File: config.mk
export PLATFORM = sky130hd
export DESIGN_NAME = l0_pipe_ctrl
export DESIGN_NICKNAME = d
export VERILOG_FILES = /design/src/rtl/l0_pipe_ctrl.sv
export SDC_FILE = /design/constraint.sdc
export NUM_CORES = 1
export LEC_CHECK = 0
export CAP_MARGIN = 5
export CORE_AREA = 2 2 423 425
export DETAILED_ROUTE_END_ITERATION = 8
export DIE_AREA = 0 0 425 427
export GPL_ROUTABILITY_DRIVEN = 0
export HOLD_SLACK_MARGIN = 0.12
export PLACE_DENSITY = 0.37
export SLEW_MARGIN = 40
export SYNTH_ARGS = -nofsm -noshare
export SYNTH_HDL_FRONTEND = slang
export SYNTH_SLANG_ARGS = --single-unit
File: constraint.sdc
create_clock -name CLK -period 4 [get_ports CLK]
set_input_delay 0.6 -clock CLK [delete_from_list [all_inputs] [get_ports CLK]]
set_output_delay 0.6 -clock CLK [all_outputs]
set_load 0.02 [all_outputs]
File: src/rtl/l0_pipe_ctrl.sv
// L0 pipeline controller: circular SRAM write pointer, pending-trigger FIFO
// and a one-at-a-time SRAM read-out feeding a valid/ready event slot.
module l0_pipe_ctrl #(
  parameter int DEPTH      = 128,
  parameter int DATA_W     = 264,
  parameter int ID_W       = 8,
  parameter int FIFO_DEPTH = 4,
  localparam int AW        = $clog2(DEPTH)
) (
  input  logic              CLK,
  input  logic              RSTB,
  input  logic              EN,
  input  logic [AW-1:0]     LATENCY,
  input  logic [DATA_W-1:0] FE_DATA,
  input  logic              L0,
  output logic              SRAM_W,
  output logic              SRAM_R,
  output logic [AW-1:0]     SRAM_WA,
  output logic [AW-1:0]     SRAM_RA,
  output logic [DATA_W-1:0] SRAM_DIN,
  input  logic [DATA_W-1:0] SRAM_DOUT,
  output logic [DATA_W-1:0] EVT_DATA,
  output logic [ID_W-1:0]   EVT_L0ID,
  output logic              EVT_VALID,
  input  logic              EVT_READY,
  output logic              OVF
);

  localparam int            FW        = $clog2(FIFO_DEPTH);
  localparam int            EW        = AW + ID_W;
  localparam logic [AW-1:0] MIN_LAT   = AW'(3);
  localparam logic [FW:0]   FIFO_FULL = (FW+1)'(FIFO_DEPTH);

  typedef enum logic [1:0] {
    IDLE = 2'd0,
    RD   = 2'd1,
    CAP  = 2'd2
  } state_t;

  // Latencies below the read pipeline length would read a word not yet written.
  function automatic logic [AW-1:0] sat_latency(input logic [AW-1:0] lat);
    return (lat < MIN_LAT) ? MIN_LAT : lat;
  endfunction

  // ---- write stage p0 -> p1
  logic [AW-1:0]     wptr_p0;
  logic              wr_vld_p1;
  logic [AW-1:0]     wa_p1;
  logic [DATA_W-1:0] din_p1;

  always_ff @(posedge CLK) begin
    if (!RSTB) begin
      wptr_p0   <= '0;
      wr_vld_p1 <= 1'b0;
      wa_p1     <= '0;
      din_p1    <= '0;
    end else begin
      if (EN) begin
        wptr_p0 <= wptr_p0 + 1'b1;
      end
      wr_vld_p1 <= EN;
      wa_p1     <= wptr_p0;
      din_p1    <= FE_DATA;
    end
  end

  // ---- trigger capture into pending FIFO
  logic              trig;
  logic [AW-1:0]     raddr;
  logic [ID_W-1:0]   l0id;
  logic              ovf;
  logic [EW-1:0]     fifo_mem [FIFO_DEPTH];
  logic [FW:0]       fifo_wp;
  logic [FW:0]       fifo_rp;
  logic [FW:0]       fifo_cnt;
  logic              fifo_empty;
  logic              fifo_full;
  logic [EW-1:0]     head;
  logic              push;
  logic              pop;
  logic              drop;

  assign trig       = L0 && EN;
  assign raddr      = wptr_p0 - sat_latency(LATENCY);
  assign fifo_cnt   = fifo_wp - fifo_rp;
  assign fifo_empty = (fifo_cnt == '0);
  assign fifo_full  = (fifo_cnt == FIFO_FULL);
  assign head       = fifo_mem[fifo_rp[FW-1:0]];
  // A pop on the same edge frees the slot the new trigger needs.
  assign push       = trig && (!fifo_full || pop);
  assign drop       = trig && fifo_full && !pop;

  always_ff @(posedge CLK) begin
    if (push) begin
      fifo_mem[fifo_wp[FW-1:0]] <= {raddr, l0id};
    end
  end

  always_ff @(posedge CLK) begin
    if (!RSTB) begin
      fifo_wp <= '0;
      fifo_rp <= '0;
      l0id    <= '0;
      ovf     <= 1'b0;
    end else begin
      if (push) begin
        fifo_wp <= fifo_wp + 1'b1;
      end
      if (pop) begin
        fifo_rp <= fifo_rp + 1'b1;
      end
      if (trig) begin
        l0id <= l0id + 1'b1;
      end
      if (drop) begin
        ovf <= 1'b1;
      end
    end
  end

  // ---- read FSM
  state_t state;
  state_t state_nxt;
  logic   slot_free;
  logic   cap;

  assign slot_free = !EVT_VALID || EVT_READY;

  always_comb begin
    state_nxt = state;
    pop       = 1'b0;
    cap       = 1'b0;
    unique case (state)
      IDLE: begin
        if (!fifo_empty && slot_free) begin
          pop       = 1'b1;
          state_nxt = RD;
        end
      end
      RD:      state_nxt = CAP;
      CAP: begin
        cap       = 1'b1;
        state_nxt = IDLE;
      end
      default: state_nxt = IDLE;
    endcase
  end

  // ---- read stage p1 (SRAM request) -> p2 (event slot)
  logic              rd_vld_p1;
  logic [AW-1:0]     ra_p1;
  logic [ID_W-1:0]   rd_id_p1;
  logic [DATA_W-1:0] evt_data_p2;
  logic [ID_W-1:0]   evt_l0id_p2;
  logic              evt_vld_p2;

  always_ff @(posedge CLK) begin
    if (!RSTB) begin
      state       <= IDLE;
      rd_vld_p1   <= 1'b0;
      ra_p1       <= '0;
      rd_id_p1    <= '0;
      evt_data_p2 <= '0;
      evt_l0id_p2 <= '0;
      evt_vld_p2  <= 1'b0;
    end else begin
      state     <= state_nxt;
      rd_vld_p1 <= pop;
      if (pop) begin
        ra_p1    <= head[EW-1:ID_W];
        rd_id_p1 <= head[ID_W-1:0];
      end
      if (cap) begin
        evt_data_p2 <= SRAM_DOUT;
        evt_l0id_p2 <= rd_id_p1;
        evt_vld_p2  <= 1'b1;
      end else if (evt_vld_p2 && EVT_READY) begin
        evt_vld_p2 <= 1'b0;
      end
    end
  end

  assign SRAM_W    = wr_vld_p1;
  assign SRAM_WA   = wa_p1;
  assign SRAM_DIN  = din_p1;
  assign SRAM_R    = rd_vld_p1;
  assign SRAM_RA   = ra_p1;
  assign EVT_DATA  = evt_data_p2;
  assign EVT_L0ID  = evt_l0id_p2;
  assign EVT_VALID = evt_vld_p2;
  assign OVF       = ovf;

endmodule

==> results.sh <==
export IMPL_drive_gt1_share_pct=5.84
export IMPL_grt_pass1_vias=18200
export IMPL_clock_root_buffer="clkbuf_16"
export IMPL_drc=0
export IMPL_cp_end_kind="flop"
export IMPL_stdcell_count=5601
export IMPL_power_density_mw_per_mm2=505
export IMPL_htree_num_levels=3
export IMPL_fmax_mhz=359
export IMPL_final_hold_violation_count=0
export IMPL_drtAntennaViolNets=0
export IMPL_syn_cell_area_mm2=0.0215
export IMPL_leakagePower_nw=13.4
export IMPL_dr_first_iter_drc_count=744
export IMPL_maxSlewHeadroom_pct=48.2
export IMPL_placed_cell_area_mm2=0.0353
export IMPL_tightest_slew_ns=0.777
export IMPL_hold_path_class="input port to flop"
export IMPL_synthTopCellsByCount="nand2_1, dfxtp_1, and2_1"
export IMPL_synth_area_leaders="dfxtp_1, nand2_1, and2_1, edfxtp_1, a21boi_0"
export IMPL_viasPerCell=3.20
export IMPL_clock_sinks=645
export IMPL_ctsHoldBuffers=0
export IMPL_routed_wl_mm=106
export IMPL_dp_cells=5436
export IMPL_synthMuxAreaShare_pct=2.45
export IMPL_fin_nets=3724
export IMPL_port_buffers=1093
export IMPL_required_ns=4.43
export IMPL_die_area_mm2=0.181
export IMPL_start_util_pct=12.1
export IMPL_wl_per_cell_um=18.8
export IMPL_yosys_most_used_dff="dfxtp_1"
export IMPL_finalSetupTns_ns=0
export IMPL_rows=155
export IMPL_grt_pass1_wl_mm=142
export IMPL_syn_avg_cell_area_um2=10.3
export IMPL_finalMaxSlewViolations=0
export IMPL_clk_latency_ns=0.70
export IMPL_syn_inst=2089
export IMPL_vias=18000
export IMPL_layout_min_cycle_time_ns=2.78
export IMPL_ys_seq_elements=645
export IMPL_grt_overflow=0
export IMPL_cts_resized=0
export IMPL_yosysMostFrequentCell="nand2_1"
export IMPL_synth_cell_types=44
export IMPL_yosysSeqAreaShare_pct=62.7
export IMPL_hpwl_mm=81.1
export IMPL_vdd_drop_max_v=0.000310
export IMPL_synth_nets=2645
export IMPL_synth_edf_count=60
export IMPL_fin_skew_ns=0.0310
export IMPL_clkSlewWorstSetupHoldPaths_ns=0.06
export IMPL_firstDrtPassIters=4
export IMPL_synth_fa_ha_area_share_pct=0.964
export IMPL_clk_path_buf_depth=3
export IMPL_antenna_found_initial=38
export IMPL_syn2layout_area_growth_pct=77.8
export IMPL_final_cell_area_mm2=0.0383
export IMPL_synth_top_family_by_area="simple AND/OR/NAND/NOR gates"
export IMPL_die_width_um=425
export IMPL_crit_arrival_ns=3.21
export IMPL_grt_max_degree=99
export IMPL_synth_top_cell_area_share_pct=54.4
export IMPL_post_cts_buffers=0
export IMPL_cp_max_fo=4
export IMPL_maxCapViolations=0
export IMPL_ys_async_sr_fraction_pct=0
export IMPL_synth_top_cell_by_area="dfxtp_1"
export IMPL_synth_xor_area_share_pct=0.651
export IMPL_cts_tree="done"
export IMPL_finalSetupViolCount=0
export IMPL_die_height_um=427
export IMPL_design_core_area_mm2=0.177
export IMPL_hold_ws_ns=0.317
export IMPL_io_pins=1094
export IMPL_setup_worst_path_class="input port to flop"
export IMPL_yosysWarnings=0
export IMPL_cts_buffers=85
export IMPL_post_route_period_util_pct=69.6
export IMPL_grtUsageTotal_pct=11.1
export IMPL_synth_compound_area_share_pct=10.4
export IMPL_status="finished, final reports clean"
export IMPL_rsz0062_at_grt="no"
export IMPL_worst_setup_path_start_kind="input port"
export IMPL_synth_simple_gate_area_share_pct=20.0
[critical path, stage by stage]
cell and delay, ns:
clkdlybuf4s50_1 0.43, or4_1 0.53, nor2_1 0.13, or2_1 0.19
inv_1 0.06, ha_1 0.26, nor2b_1 0.13, o21a_1 0.21
o21a_1 0.17, o311ai_1 0.51
[cells in the final DEF (no fill, tap or decap), types with 5 or more instances in the layout]
master / count
ha_1: 15
buf_4: 25
nor2b_1: 7
inv_1: 14
nand2_1: 591
xnor2_1: 14
clkinvlp_4: 5
a21boi_0: 196
clkbuf_8: 14
and2_1: 291
a21boi_1: 80
buf_12: 9
clkbuf_16: 87
clkbuf_1: 17
nand4_1: 6
mux2i_1: 19
inv_6: 5
dfxtp_1: 585
or3_1: 5
clkinv_2: 8
bufinv_16: 10
edfxtp_1: 60
nor2_1: 5
diode_2: 10
clkdlybuf4s50_1: 1092
a21oi_1: 5
mux4_2: 15
[sequential cells by signal, indices dropped and copies added (netlist names), 8 cells and up]
signal	count
EVT_DATA	264
fifo_mem	60
EVT_L0ID	8
l0id	8
SRAM_DIN	264
rd_id_p1	8
[metrics by stage]
stage / setup slack [ns] / util, % / total power [mW]
floorplan: 1.10 / - / 9.24
global placement: 0.510 / 19.9 / 11.4
detailed placement: 0.511 / 19.9 / 11.4
CTS: 1.32 / 21.6 / 19.8
global route: 1.12 / 21.6 / 20.3
finish: 1.22 / 21.6 / 19.3
[area by class of cell]
cell class | count | area (um^2)
well taps | 2355 | 2950
multi-input cells | 1294 | 7450
clock inverters | 37 | 529
inverters | 14 | 52.6
repair buffers | 1128 | 11300
diodes | 10 | 25.0
fillers | 19500 | 139000
clock buffers | 118 | 2430
flip-flops and latches | 645 | 13500
[metal layers]
metal | track usage [%] | up-vias | wire length (um)
met2 | 20.0 | 552 | 55300
met1 | 11.9 | 8298 | 39800
li1 | - | 8903 | -
met4 | 3.94 | 30 | 2910
met3 | 3.77 | 168 | 7420
met5 | 0 | - | 177
[cells by family (layout without fill, tap and decap cells)]
logic type                 after synthesis  count (layout)
and+or+nand+nor                        926             926
DFF                                    645             645
AOI/OAI and AO/OA                      302             302
buffers and inverters                  150            1297
muxes                                   34              34
adders and majority gates               16              16
xor gates and xnor gates                16              16
other                                    0              10
[path summary, 6_finish.rpt]
check,start,slack [ns],to,cells after the start
hold / removal,RSTB,0.32,SRAM_DIN[199],2
setup reg to reg,fifo_rp[1],1.40,fifo_mem[3][6],8
hold reg to reg,EVT_DATA[205],0.45,EVT_DATA[205],2
setup / recovery,LATENCY[6],1.22,fifo_mem[1][13],10
[power breakdown]
group / internal (mW) / switching (mW)
combinational: 1.81 / 2.05
clock: 4.92 / 3.26
sequential: 7.07 / 0.231
(Power assumes the default switching activity.)
